==> config.mk <==
export PLATFORM = sky130hd
export DESIGN_NAME = wb_uart_poll_ctrl
export DESIGN_NICKNAME = d
export VERILOG_FILES = /design/src/rtl/usb_uart_pkg.sv /design/src/rtl/wb_uart_poll_ctrl_byte_hold_reg.sv /design/src/rtl/wb_uart_poll_ctrl.sv
export SDC_FILE = /design/constraint.sdc
export NUM_CORES = 1
export LEC_CHECK = 0
export BUFFER_PORTS_ARGS = -buffer_cell sky130_fd_sc_hd__buf_2
export CORE_MARGIN = 4
export CORE_UTILIZATION = 48
export CTS_CLUSTER_DIAMETER = 30
export DETAILED_ROUTE_END_ITERATION = 8
export PLACE_DENSITY = 0.9
export SLEW_MARGIN = 15
export SYNTH_ARGS = -nofsm -noshare
export SYNTH_HDL_FRONTEND = slang
export SYNTH_SLANG_ARGS = --single-unit
==> constraint.sdc <==
create_clock -name clk -period 3.4 [get_ports clk]
set_input_delay 0.17 -clock clk [delete_from_list [all_inputs] [get_ports clk]]
set_output_delay 0.17 -clock clk [all_outputs]
set_load 0.03 [all_outputs]
==> src/rtl/usb_uart_pkg.sv <==
// Shared definitions for the Wishbone UART polling controller: register map,
// STATUS bit positions and the controller state encoding.
package usb_uart_pkg;

   localparam logic [3:0] REG_TX     = 4'h0;
   localparam logic [3:0] REG_STATUS = 4'h4;
   localparam logic [3:0] REG_RX     = 4'h8;

   localparam int STATUS_TXRDY = 0;
   localparam int STATUS_RXVLD = 1;

   typedef enum logic [1:0] {
      POLL  = 2'd0,
      RD_RX = 2'd1,
      WR_TX = 2'd2,
      WAIT  = 2'd3
   } state_t;

   typedef enum logic {
      SRV_RX = 1'b0,
      SRV_TX = 1'b1
   } served_t;

   function automatic logic [31:0] reg_addr(input logic [31:0] base, input logic [3:0] offset);
      return base + {28'h0, offset};
   endfunction

endpackage

==> src/rtl/wb_uart_poll_ctrl_byte_hold_reg.sv <==
// One-entry byte holding register with a valid flag; used for both the TX
// and the RX path of the UART polling controller.
module byte_hold_reg (
   input  logic       clk,
   input  logic       rst,
   input  logic       load,
   input  logic [7:0] load_data,
   input  logic       clear,
   output logic       valid,
   output logic [7:0] data
);

   logic       valid_reg;
   logic [7:0] data_reg;

   // Data is kept after clear so a consumer may still look at the last byte.
   always_ff @(posedge clk) begin
      if (rst) begin
         valid_reg <= 1'b0;
         data_reg  <= 8'h00;
      end else if (load) begin
         valid_reg <= 1'b1;
         data_reg  <= load_data;
      end else if (clear) begin
         valid_reg <= 1'b0;
      end
   end

   assign valid = valid_reg;
   assign data  = data_reg;

endmodule

==> src/rtl/wb_uart_poll_ctrl.sv <==
// Wishbone master that polls a UART, drains RX bytes to a stream and writes
// queued TX bytes. Optional bus timeout: define USB_UART_POLL_TIMEOUT_EN.
module wb_uart_poll_ctrl
   import usb_uart_pkg::*;
#(
   parameter logic [31:0] BASE_ADDR      = 32'h0,
   parameter int          POLL_DIV       = 16,
   parameter int          TIMEOUT_CYCLES = 64
) (
   input  logic        clk,
   input  logic        rst,
   output logic [31:0] wbm_adr_o,
   output logic [31:0] wbm_dat_o,
   input  logic [31:0] wbm_dat_i,
   output logic        wbm_we_o,
   output logic        wbm_stb_o,
   output logic        wbm_cyc_o,
   input  logic        wbm_ack_i,
   input  logic [7:0]  s_tx_tdata,
   input  logic        s_tx_tvalid,
   output logic        s_tx_tready,
   output logic [7:0]  m_rx_tdata,
   output logic        m_rx_tvalid,
   input  logic        m_rx_tready,
   output logic        busy_o
`ifdef USB_UART_POLL_TIMEOUT_EN
   ,
   output logic        timeout_o
`endif
);

   // One counter width serves both the poll divider and the bus timeout.
   localparam int CNT_MAX = (POLL_DIV > TIMEOUT_CYCLES) ? POLL_DIV : TIMEOUT_CYCLES;
   localparam int CNT_W   = $clog2(CNT_MAX + 1);
   localparam logic [CNT_W-1:0] WAIT_LAST = CNT_W'(POLL_DIV - 1);

   state_t            state_reg, state_next;
   served_t           last_served_reg, last_served_next;
   logic              stb_reg, stb_next;
   logic [31:0]       adr_reg, adr_next;
   logic [31:0]       dat_reg, dat_next;
   logic              we_reg, we_next;
   logic [CNT_W-1:0]  wait_cnt_reg, wait_cnt_next;
   logic              busy_reg;

   logic              tx_valid;
   logic [7:0]        tx_data;
   logic              tx_load, tx_clear;
   logic              rx_load, rx_clear;
   logic              can_rx, can_tx;
   logic              unused_bits;

   assign unused_bits = ^wbm_dat_i[31:8];

   assign tx_load     = s_tx_tvalid & ~tx_valid;
   assign s_tx_tready = ~tx_valid;
   assign rx_clear    = m_rx_tvalid & m_rx_tready;

   byte_hold_reg u_tx_hold (
      .clk       (clk),
      .rst       (rst),
      .load      (tx_load),
      .load_data (s_tx_tdata),
      .clear     (tx_clear),
      .valid     (tx_valid),
      .data      (tx_data)
   );

   byte_hold_reg u_rx_hold (
      .clk       (clk),
      .rst       (rst),
      .load      (rx_load),
      .load_data (wbm_dat_i[7:0]),
      .clear     (rx_clear),
      .valid     (m_rx_tvalid),
      .data      (m_rx_tdata)
   );

   // Decision inputs are only meaningful in the POLL ack cycle.
   assign can_rx = wbm_dat_i[STATUS_RXVLD] & ~m_rx_tvalid;
   assign can_tx = wbm_dat_i[STATUS_TXRDY] & tx_valid;

`ifdef USB_UART_POLL_TIMEOUT_EN
   localparam logic [CNT_W-1:0] TO_LAST = CNT_W'(TIMEOUT_CYCLES - 1);
   logic [CNT_W-1:0] to_cnt_reg;
   logic             timeout_fire;
   logic             timeout_reg;

   always_ff @(posedge clk) begin
      if (rst) begin
         to_cnt_reg  <= '0;
         timeout_reg <= 1'b0;
      end else begin
         timeout_reg <= timeout_fire;
         to_cnt_reg  <= stb_reg ? to_cnt_reg + 1'b1 : '0;
      end
   end

   assign timeout_o = timeout_reg;
`endif

   always_comb begin
      state_next       = state_reg;
      last_served_next = last_served_reg;
      stb_next         = stb_reg;
      adr_next         = adr_reg;
      we_next          = we_reg;
      dat_next         = dat_reg;
      wait_cnt_next    = wait_cnt_reg;
      tx_clear         = 1'b0;
      rx_load          = 1'b0;
`ifdef USB_UART_POLL_TIMEOUT_EN
      timeout_fire     = 1'b0;
`endif

      // Each bus state spends one idle cycle with stb low before launching.
      case (state_reg)
         POLL: begin
            if (!stb_reg) begin
               stb_next = 1'b1;
               adr_next = reg_addr(BASE_ADDR, REG_STATUS);
               we_next  = 1'b0;
               dat_next = 32'h0;
            end else if (wbm_ack_i) begin
               stb_next = 1'b0;
               if (can_rx && can_tx) begin
                  state_next = (last_served_reg == SRV_TX) ? RD_RX : WR_TX;
               end else if (can_rx) begin
                  state_next = RD_RX;
               end else if (can_tx) begin
                  state_next = WR_TX;
               end else begin
                  state_next    = WAIT;
                  wait_cnt_next = '0;
               end
            end
         end
         RD_RX: begin
            if (!stb_reg) begin
               stb_next = 1'b1;
               adr_next = reg_addr(BASE_ADDR, REG_RX);
               we_next  = 1'b0;
               dat_next = 32'h0;
            end else if (wbm_ack_i) begin
               stb_next         = 1'b0;
               rx_load          = 1'b1;
               last_served_next = SRV_RX;
               state_next       = POLL;
            end
         end
         WR_TX: begin
            if (!stb_reg) begin
               stb_next = 1'b1;
               adr_next = reg_addr(BASE_ADDR, REG_TX);
               we_next  = 1'b1;
               dat_next = {24'h0, tx_data};
            end else if (wbm_ack_i) begin
               stb_next         = 1'b0;
               tx_clear         = 1'b1;
               last_served_next = SRV_TX;
               state_next       = POLL;
            end
         end
         WAIT: begin
            // New stream activity means there may be work: re-poll at once.
            if (tx_load || rx_clear || wait_cnt_reg == WAIT_LAST) begin
               state_next = POLL;
            end else begin
               wait_cnt_next = wait_cnt_reg + 1'b1;
            end
         end
         default: state_next = POLL;
      endcase

`ifdef USB_UART_POLL_TIMEOUT_EN
      // Abort leaves both holding registers untouched so TX is retried.
      if (stb_reg && !wbm_ack_i && to_cnt_reg == TO_LAST) begin
         stb_next      = 1'b0;
         state_next    = WAIT;
         wait_cnt_next = '0;
         timeout_fire  = 1'b1;
         rx_load       = 1'b0;
         tx_clear      = 1'b0;
      end
`endif
   end

   always_ff @(posedge clk) begin
      if (rst) begin
         state_reg       <= POLL;
         last_served_reg <= SRV_TX;
         stb_reg         <= 1'b0;
         adr_reg         <= 32'h0;
         we_reg          <= 1'b0;
         dat_reg         <= 32'h0;
         wait_cnt_reg    <= '0;
         busy_reg        <= 1'b0;
      end else begin
         state_reg       <= state_next;
         last_served_reg <= last_served_next;
         stb_reg         <= stb_next;
         adr_reg         <= adr_next;
         we_reg          <= we_next;
         dat_reg         <= dat_next;
         wait_cnt_reg    <= wait_cnt_next;
         busy_reg        <= (state_next != WAIT);
      end
   end

   assign wbm_adr_o = adr_reg;
   assign wbm_dat_o = dat_reg;
   assign wbm_we_o  = we_reg;
   assign wbm_stb_o = stb_reg;
   assign wbm_cyc_o = stb_reg;
   assign busy_o    = busy_reg;

endmodule
==> summary.txt, run 1 <==
Outcome
  • Outcome: completed

Worst hold path
  • Worst hold endpoint: u_tx_hold.data[0]
  • Hold Startpoint: s_tx_tdata[0]
  • HP Class: in -> reg
  • Worst Hold Path Cells: 3

Clocking
  • Root Driver: clkbuf_8
  • Setup Fix Bufs, Post-CTS: 0
  • CTS clock-pin slew for the worst setup and hold paths: 0.08 ns
  • # resized after CTS: 0
  • Htree depth: 2
  • CTS tree: built
  • Skew-Pair Late Insertion Delay: 0.29 ns
  • Clk sinks: 41
  • CTS Buf Count: 5
  • CTS Hold Buffers Added: 0
  • CTS Buffer Depth: 2

Die
  • Row Count: 24
  • Die X: 76.3 um
  • Num ports: 123
  • Die span in y: 76.3 um
  • Initial Util: 50.3%
  • Core area: 4440 um^2
  • Die ar.: 5820 um^2

Routing
  • DRC Markers: 0
  • Post-DRT Antenna Nets: 0
  • Initial DRC Count: 109
  • Via Count: 1795
  • Vias per cell: 4.90
  • Routed WL per cell: 12.2 um
  • Router iterations before antenna repair: 4
  • Total wire length: 4460 um

Finish
  • Finished Layout Cells: 366
  • Filler cells: 425
  • Most frequent cells in the layout: conb_1 (54), nand2_1 (49), buf_2 (44), dfxtp_1 (41), a21oi_1 (37)
  • Nets: 365
  • Layout area overhead: 6.15%
  • Fin util: 53.4%
  • Commonest non-fill, non-tap cell in the layout: conb_1
  • Antenna Cells: 0
  • Final Cell Area: 2370 um^2
  • Layout cells sized above 1: 19.1%

Critical path
  • R2R Setup Slk: 1.08 ns
  • Reg2reg end: wbm_dat_o[0]
  • Required time of the critical path: 3.62 ns
  • Worst setup EP type: register
  • Crit path launch type: register
  • Crit path max fanout: 13
  • Critical path type: reg -> reg
  • WP data arrival: 2.53 ns
  • Reg2reg path depth: 6
  • Reg2Reg Launch Point: state_reg[0]

Synthesis
  • Synthesis-stage register bit count: 41
  • Distinct cell type count after synthesis: 37
  • Top-area cell type share of the netlist area: 36.7%
  • YS warnings: 0
  • Mapped cell area: 2240 um^2
  • Top cells by area, synth: dfxtp_1 (37%), buf_4 (19%), a21oi_1 (8.3%)
  • Sequential share of the synthesized area: 36.7%
  • Post-synth EDFFs: 0
  • Yosys top cell by area: dfxtp_1
  • Async S/R FF share, synth: 0%
  • Main synth FF type: dfxtp_1
  • Synth Area per Inst: 8.14 um^2
  • Gate Count Post-Synth: 275

Placement
  • GP Congestion: 0.851
  • Placed cells: 358
  • Placed inst area: 2260 um^2
  • Worst slack, placed: 1.11 ns
  • # port buffers: 44
  • DP HPWL: 3380 um

STA
  • Setup TNS Final: 0 ns
  • Worst Max-Slew Pin Slew: 0.836 ns
  • Tcrit/Tclk final: 68.1%
  • Headroom to the max-slew limit: 44.2%
  • Clock Skews: 0.00586 ns
  • Count of pins over their slew limit: 0
  • Setup ws final: 1.08 ns
  • Final critical-path required period: 2.32 ns
  • Unrepaired setup endpoints after global routing: no
  • Fmax: 432 MHz
  • Hold Vio Cnt, Final: 0
  • Worst hold slack: 0.112 ns
  • Final Setup Violations: 0

Pwr
  • VDD IR max: 0.000317 V
  • Leakage: 1.05 nW
  • PwrDens: 468 nW/um^2
  • Total power: 1.11 mW

Global routing
  • Overall Global Routing Usage: 15.1%
  • Largest net degree at the start of global routing: 46
  • First-pass GRT wire length: 7390 um
  • Remaining global-route overflow: 0
  • Vias in the first global route: 1645
  • Initial antenna violation count: 0

Flow run
  • Maxcap violations: 0
## layout make-up
cell class | instances | area [um^2] | area share, %
Clock buffer | 7 | 86.3 | 3.64
Clock inverter | 1 | 30.0 | 1.26
Inverter | 11 | 41.3 | 1.74
Multi-Input combinational cell | 210 | 1110 | 46.8
Sequential cell | 41 | 821 | 34.6
Tap cell | 52 | 65.1 | 2.74
Timing Repair Buffer | 44 | 220 | 9.27
## routing by layer
layer / share of wire (%) / up-vias / GRT usage, %
met5: 0 / - / 0
met3: 8.3 / 4 / 4.37
met2: 50 / 79 / 26.6
li1: - / 887 / -
met4: 0.72 / 0 / 5.07
met1: 41 / 825 / 17.5
## synth_stat cells, drive strengths merged, types with 2 or more instances
cell    number
buf         59
nand2b       2
a211oi       2
inv         11
or3          7
o21ai        7
o32ai        5
clkbuf       7
nand2       51
a21oi       38
nand3       14
nor2         6
o21a         2
ha           7
dfxtp       41
## worst max path at each step
| stage | from | end | slack, ns | cells after the start |
|---|---|---|---|---|
| 3_5_place_dp | state_reg[0] | wbm_dat_o[0] | 1.11 | 6 |
| 6_report | state_reg[0] | wbm_dat_o[0] | 1.08 | 6 |
| 3_3_place_gp | state_reg[0] | wbm_dat_o[7] | 1.23 | 6 |
| 2_1_floorplan | state_reg[1] | wait_cnt_reg[4] | 1.62 | 7 |
| 4_1_cts | state_reg[0] | wbm_dat_o[0] | 1.11 | 6 |
| 5_1_grt | state_reg[0] | wbm_dat_o[3] | 0.91 | 6 |
## logic make-up (layout without fill, tap and decap cells)
family	Yosys count	in the layout	share of synthesized area, %
other	1	54	0.168
buffers and inverters	77	63	22.5
DFF	41	41	36.7
AOI/OAI and AO/OA	61	61	17.8
and+or+nand+nor	87	87	18.5
muxes	1	1	0.447
adders and majority gates	7	7	3.91
## report_power, final
| group | switching [mW] | internal, mW |
|---|---|---|
| logic | 0.159 | 0.0428 |
| registers | 0.0139 | 0.496 |
| clock network | 0.161 | 0.239 |
## worst max-delay path, stage by stage, from the launching register on
cell and delay (ns):
dfxtp_1 0.48, inv_1 0.14, ha_1 0.39, nand2b_1 0.24, a22oi_1 0.65, nand3_1 0.15
a21oi_1 0.18
Note: power is estimated with default switching activity, not from simulation.
==> inputs of run 2 (changes only) <==
Settings changed: CORE_UTILIZATION 48 to 45, PLACE_DENSITY 0.9 to 0.86.
Clock period 3.4 ns to 2.4 ns, I/O delays scaled along.
==> run 2 against run 1 <==
  * Count of clock-buffer cells in the layout decreased by 2
  * Final cell count increased by 4.9%
  * Sequential power increased by 41%
  * Fmax increased by 14%
  * Register-to-register slack got worse by 0.71 ns
  * Non-clock buffer count increased by 3
  * Highest routed layer unchanged
==> summary.txt, run 2 (synthesis gave the netlist of run 1 again) <==
Outcome
  • Outcome: completed (unchanged)

Routing
  • DRC Markers: 0 (unchanged)
  • Initial DRC Count: 115 (was 109)
  • Router iterations before antenna repair: 4 (unchanged)
  • Via Count: 1758 (was 1795)
  • Total wire length: 4290 um (was 4460 um)
  • Routed WL per cell: 11.2 um (was 12.2 um)
  • Vias per cell: 4.58 (was 4.90)
  • Post-DRT Antenna Nets: 0 (unchanged)

Die
  • Num ports: 123 (unchanged)
  • Die X: 78.5 um (was 76.3 um)
  • Core area: 4750 um^2 (was 4440 um^2)
  • Die span in y: 78.5 um (was 76.3 um)
  • Die ar.: 6160 um^2 (was 5820 um^2)
  • Row Count: 25 (was 24)
  • Initial Util: 47.1% (was 50.3%)

STA
  • Unrepaired setup endpoints after global routing: no (unchanged)
  • Headroom to the max-slew limit: 56.0% (was 44.2%)
  • Count of pins over their slew limit: 0 (unchanged)
  • Hold Vio Cnt, Final: 0 (unchanged)
  • Setup TNS Final: 0 ns (unchanged)
  • Worst Max-Slew Pin Slew: 0.655 ns (was 0.836 ns)
  • Final Setup Violations: 0 (unchanged)
  • Tcrit/Tclk final: 84.5% (was 68.1%)
  • Final critical-path required period: 2.03 ns (was 2.32 ns)
  • Fmax: 493 MHz (was 432 MHz)
  • Clock Skews: 0.00804 ns (was 0.00586 ns)

Clocking
  • # resized after CTS: 0 (unchanged)
  • CTS Buffer Depth: 2 (unchanged)
  • CTS Hold Buffers Added: 0 (unchanged)
  • Root Driver: clkbuf_8 (unchanged)
  • Clk sinks: 41 (unchanged)
  • Htree depth: 2 (unchanged)
  • Setup Fix Bufs, Post-CTS: 0 (unchanged)
  • CTS Buf Count: 5 (unchanged)
  • CTS tree: built (unchanged)
  • CTS clock-pin slew for the worst setup and hold paths: 0.08 ns (about the same)
  • Skew-Pair Late Insertion Delay: 0.30 ns (was 0.29 ns)

Finish
  • Layout area overhead: 6.66% (was 6.15%)
  • Nets: 368 (was 365)
  • Antenna Cells: 0 (unchanged)
  • Most frequent cells in the layout: conb_1 (54), nand2_1 (49), buf_2 (44), dfxtp_1 (41), a21oi_1 (37) (unchanged)
  • Commonest non-fill, non-tap cell in the layout: conb_1 (unchanged)
  • Layout cells sized above 1: 20.2% (was 19.1%)
  • Filler cells: 480 (was 425)
  • Fin util: 50.2% (was 53.4%)

Pwr
  • Total power: 1.46 mW (was 1.11 mW)
  • PwrDens: 611 nW/um^2 (was 468 nW/um^2)
  • VDD IR max: 0.000403 V (was 0.000317 V)
  • Leakage: 1.05 nW (about the same)

Worst hold path
  • HP Class: in -> reg (unchanged)

Critical path
  • Crit path max fanout: 10 (was 13)
  • Reg2reg end: wait_cnt_reg[4] (was wbm_dat_o[0])
  • Required time of the critical path: 2.58 ns (was 3.62 ns)
  • R2R Setup Slk: 0.37 ns (was 1.08 ns)
  • Crit path capture: wait_cnt_reg[4] (was wbm_dat_o[0])
  • Crit path from: state_reg[1] (was state_reg[0])
  • Crit path launch type: register (unchanged)
  • Reg2Reg Launch Point: state_reg[1] (was state_reg[0])
  • WP data arrival: 2.21 ns (was 2.53 ns)
  • Worst setup EP type: register (unchanged)
  • Reg2reg path depth: 6 (unchanged)
  • Critical path type: reg -> reg (unchanged)

Placement
  • DP HPWL: 3280 um (was 3380 um)
  • # port buffers: 44 (unchanged)
  • GP Congestion: 0.806 (was 0.851)

Global routing
  • First-pass GRT wire length: 6960 um (was 7390 um)
  • Remaining global-route overflow: 0 (unchanged)
  • Overall Global Routing Usage: 13.9% (was 15.1%)
  • Vias in the first global route: 1555 (was 1645)
  • Initial antenna violation count: 0 (unchanged)
  • Largest net degree at the start of global routing: 24 (was 46)

Flow run
  • Maxcap violations: 0 (unchanged)
run 2: cell count changes in the layout (fill, tap and decap cells not counted):
| cell | previous run | this run |
|---|---|---|
| clkinvlp_4 | 0 | 1 |
| clkinv_2 | 0 | 2 |
| clkbuf_1 | 1 | 0 |
| buf_4 | 0 | 3 |
| clkbuf_8 | 6 | 5 |
| bufinv_16 | 1 | 0 |
run 2: worst min path at each step:
stage                       start                end  slack [ns]  cells past startpoint
floorplan           s_tx_tdata[0]  u_tx_hold.data[0]        0.26                      2
global placement     wbm_dat_i[3]  u_rx_hold.data[3]        0.36                      3
detailed placement   wbm_dat_i[6]  u_rx_hold.data[6]        0.37                      3
CTS                 s_tx_tdata[2]  u_tx_hold.data[2]        0.04                      3
global route        s_tx_tdata[1]  u_tx_hold.data[1]        0.04                      3
finish              s_tx_tdata[2]  u_tx_hold.data[2]        0.05                      3
run 2: through the flow:
step / worst slack, ns / hold WS (ns) / area (um^2) / std cells
2_1_floorplan: 0.616 / 0.256 / 2440 / 328
3_3_place_gp: 0.428 / 0.363 / 2300 / 376
3_5_place_dp: 0.390 / 0.368 / 2300 / 376
4_1_cts: 0.391 / 0.0388 / 2390 / 384
5_1_grt: 0.256 / 0.0405 / 2390 / 384
6_report: 0.373 / 0.0458 / 2390 / 384
run 2: metal layers:
layer | vias to the layer above | GRT usage (%) | part of all wire [%]
met4 | 0 | 3.67 | 0.98
met5 | - | 0 | 0
met2 | 75 | 22.2 | 45
met3 | 6 | 5.50 | 9.7
li1 | 888 | - | -
met1 | 789 | 17.4 | 44
run 2: final cells by class:
type	instances	area (um^2)	area share, %
inverter	11	41.3	1.73
clock buffer	5	68.8	2.88
clock inverter	3	17.5	0.734
tap	67	83.8	3.51
multi-input combinational	210	1110	46.6
sequential	41	821	34.4
timing repair buffer	47	243	10.2
run 2: where the power goes:
group	leakage, nW	switching (mW)	internal, mW
clock	0.0439	0.247	0.201
sequential	0.333	0.0191	0.702
combinational	0.670	0.224	0.0643
total	1.05	0.490	0.967
run 2: critical path, cell delays in order, from the launching register on:
cell and delay [ns]:
dfxtp_1 0.49, ha_1 0.47, inv_1 0.16, o32a_4 0.23, a211o_1 0.31, a21oi_1 0.16
o32ai_1 0.09
==> inputs of run 3 (changes only) <==
Settings changed: CORE_UTILIZATION 45 to 40, PLACE_DENSITY 0.86 to 0.81.
Clock period 2.4 ns to 1.7 ns, I/O delays scaled along.
==> run 3 against run 2 <==
  * The run now ends with setup timing left
  * Core utilization is 0.84 points higher
  * Sequential power increased by 40%
  * Via count grew 8.3%
  * Largest cell class unchanged
  * Largest power group unchanged
  * Highest routed layer unchanged
==> summary.txt, run 3 (synthesis gave the netlist of run 1 again) <==
STA
  • Count of pins over their slew limit: 0 (unchanged)
  • Setup ws final: -0.0111 ns (was 0.373 ns)
  • Final Setup Violations: 2 (was 0)
  • Worst hold slack: 0.0148 ns (was 0.0458 ns)
  • Clock Skews: 0.00858 ns (was 0.00804 ns)
  • Fmax: 584 MHz (was 493 MHz)
  • Headroom to the max-slew limit: 56.8% (was 56.0%)
  • Worst Max-Slew Pin Slew: 0.647 ns (was 0.655 ns)
  • Unrepaired setup endpoints after global routing: yes (was no)
  • Hold Vio Cnt, Final: 0 (unchanged)
  • Final critical-path required period: 1.71 ns (was 2.03 ns)
  • Tcrit/Tclk final: 101% (was 84.5%)

Routing
  • Total wire length: 4930 um (was 4290 um)
  • Met2 routed WL: 2490 um (was 1930 um)
  • Vias per cell: 4.70 (was 4.58)
  • Post-DRT Antenna Nets: 0 (unchanged)
  • Initial DRC Count: 119 (was 115)
  • DRC Markers: 0 (unchanged)
  • Top sig layer: met4 (unchanged)
  • DR WL met3: 402 um (was 414 um)
  • Via Count: 1904 (was 1758)
  • Routed WL per cell: 12.2 um (was 11.2 um)
  • Metal-1 WL: 1960 um (was 1900 um)
  • Router iterations before antenna repair: 4 (unchanged)

Global routing
  • Vias in the first global route: 1688 (was 1555)
  • Overall Global Routing Usage: 14.2% (was 13.9%)
  • First-pass GRT wire length: 7470 um (was 6960 um)
  • Largest net degree at the start of global routing: 19 (was 24)
  • Remaining global-route overflow: 0 (unchanged)
  • Initial antenna violation count: 0 (unchanged)

Critical path
  • Reg2reg path depth: 7 (was 6)
  • Critical path's slowest cell: dfxtp_4 (was dfxtp_1)
  • Worst path cell trace: inv_4, ha_4, a21bo_1, o32a_4, a211o_4, a21oi_2, o32ai_2 (was ha_1, inv_1, o32a_4, a211o_1, a21oi_1, o32ai_1)
  • R2R Setup Slk: -0.01 ns (was 0.37 ns)
  • Worst setup EP type: register (unchanged)
  • WP data arrival: 1.89 ns (was 2.21 ns)
  • Reg2reg end: wait_cnt_reg[4] (unchanged)
  • Reg2Reg Launch Point: state_reg[1] (unchanged)
  • Crit path launch type: register (unchanged)
  • Max incr delay on CP: 0.37 ns (was 0.49 ns)
  • Critical path type: reg -> reg (unchanged)
  • Required time of the critical path: 1.88 ns (was 2.58 ns)
  • Crit path max fanout: 6 (was 10)

Pwr
  • Leakage: 1.18 nW (was 1.05 nW)
  • VDD IR max: 0.000505 V (was 0.000403 V)
  • PwrDens: 861 nW/um^2 (was 611 nW/um^2)

Die
  • Initial Util: 42.5% (was 47.1%)
  • Core area: 5270 um^2 (was 4750 um^2)
  • Num ports: 123 (unchanged)
  • Row Count: 26 (was 25)
  • Die span in y: 82.8 um (was 78.5 um)
  • Die ar.: 6850 um^2 (was 6160 um^2)
  • Die X: 82.8 um (was 78.5 um)

Finish
  • Register Area: 832 um^2 (was 821 um^2)
  • Footprint of the multi-input gates: 1220 um^2 (was 1110 um^2)
  • Layout cells sized above 1: 31.6% (was 20.2%)
  • Filler cells: 508 (was 480)
  • Commonest non-fill, non-tap cell in the layout: conb_1 (unchanged)
  • Nets: 386 (was 368)
  • Most frequent cells in the layout: conb_1 (54), nand2_1 (49), buf_2 (44), dfxtp_1 (36), a21oi_1 (28) (was conb_1 (54), nand2_1 (49), buf_2 (44), dfxtp_1 (41), a21oi_1 (37))
  • Final Cell Area: 2690 um^2 (was 2390 um^2)
  • Fin util: 51.0% (was 50.2%)
  • Antenna Cells: 0 (unchanged)
  • Layout area overhead: 20.2% (was 6.66%)

Clocking
  • Root Driver: clkbuf_8 (unchanged)
  • CTS clock-pin slew for the worst setup and hold paths: 0.08 ns (about the same)
  • Htree depth: 2 (unchanged)
  • CTS Buffer Depth: 2 (unchanged)
  • CTS tree: built (unchanged)
  • CTS Buf Count: 5 (unchanged)
  • Clk sinks: 41 (unchanged)
  • Skew-Pair Late Insertion Delay: 0.30 ns (about the same)

Worst hold path
  • Hold Startpoint: s_tx_tdata[3] (was s_tx_tdata[2])
  • Worst Hold Path Cells: 3 (unchanged)
  • Worst hold endpoint: u_tx_hold.data[3] (was u_tx_hold.data[2])
  • HP Class: in -> reg (unchanged)

Placement
  • GP Congestion: 0.926 (was 0.806)
  • DP HPWL: 3710 um (was 3280 um)
  • Placed inst area: 2440 um^2 (was 2300 um^2)
  • # port buffers: 44 (unchanged)

Outcome
  • Failing checks: setup timing
  • Outcome: finished with violations (was completed)

Flow run
  • Maxcap violations: 0 (unchanged)
run 3: where the power goes:
| part | switching (mW) | total, mW | internal (mW) | leakage (nW) |
|---|---|---|---|---|
| Combinational | 0.352 | 0.488 | 0.136 | 0.780 |
| Clock | 0.339 | 0.817 | 0.478 | 0.0617 |
| Sequential | 0.0196 | 1.01 | 0.991 | 0.336 |
| Total | 0.710 | 2.32 | 1.61 | 1.18 |
run 3: stage by stage:
step | setup WS, ns | TNS (ns) | power (mW) | cells
floorplan | -0.0129 | -0.0506 | 1.47 | 328
global placement | -0.0518 | -0.212 | 1.48 | 394
detailed placement | -0.0699 | -0.294 | 1.49 | 394
CTS | -0.0104 | -0.0464 | 2.30 | 402
global route | -0.0621 | -0.298 | 2.42 | 405
finish | -0.0111 | -0.0160 | 2.32 | 405
run 3: repair_timing:
action / in CTS / in global routing
pin swaps: 1 / 7
resized for setup: 2 / 22
setup endpoints to repair: 7 / 20
buffers inserted: 0 / 3
hold buffers: 0 / 0
run 3: worst max-delay path by stage:
stage / slack [ns] / end / start / cells past startpoint
after global routing: -0.06 / wait_cnt_reg[4] / state_reg[1] / 7
after CTS: -0.01 / wait_cnt_reg[6] / state_reg[0] / 7
after detailed placement: -0.07 / wait_cnt_reg[3] / state_reg[0] / 7
final: -0.01 / wait_cnt_reg[4] / state_reg[1] / 7
after floorplan: -0.01 / wait_cnt_reg[4] / state_reg[0] / 7
after global placement: -0.05 / wait_cnt_reg[4] / state_reg[0] / 7
run 3: worst max-delay path, delay by kind of cell (launching register included):
family                     cells  cell delay, ns
AOI/OAI and AO/OA              5            1.04
DFF                            1            0.37
adders and majority gates      1            0.12
buffers and inverters          1            0.07
run 3: routing by layer:
layer | vias to the layer above | track usage, %
met5 | - | 0
met4 | 0 | 5.39
met2 | 74 | 24.4
met3 | 11 | 3.35
li1 | 934 | -
met1 | 885 | 17.2
run 3: cell type report:
cell class,instances,share of cell area [%]
clock buffers,6,3.07
clock inverters,2,1.35
inverters,11,1.81
multi-input cells,210,45.5
flip-flops and latches,41,30.9
well taps,70,3.26
repair buffers,65,14.1
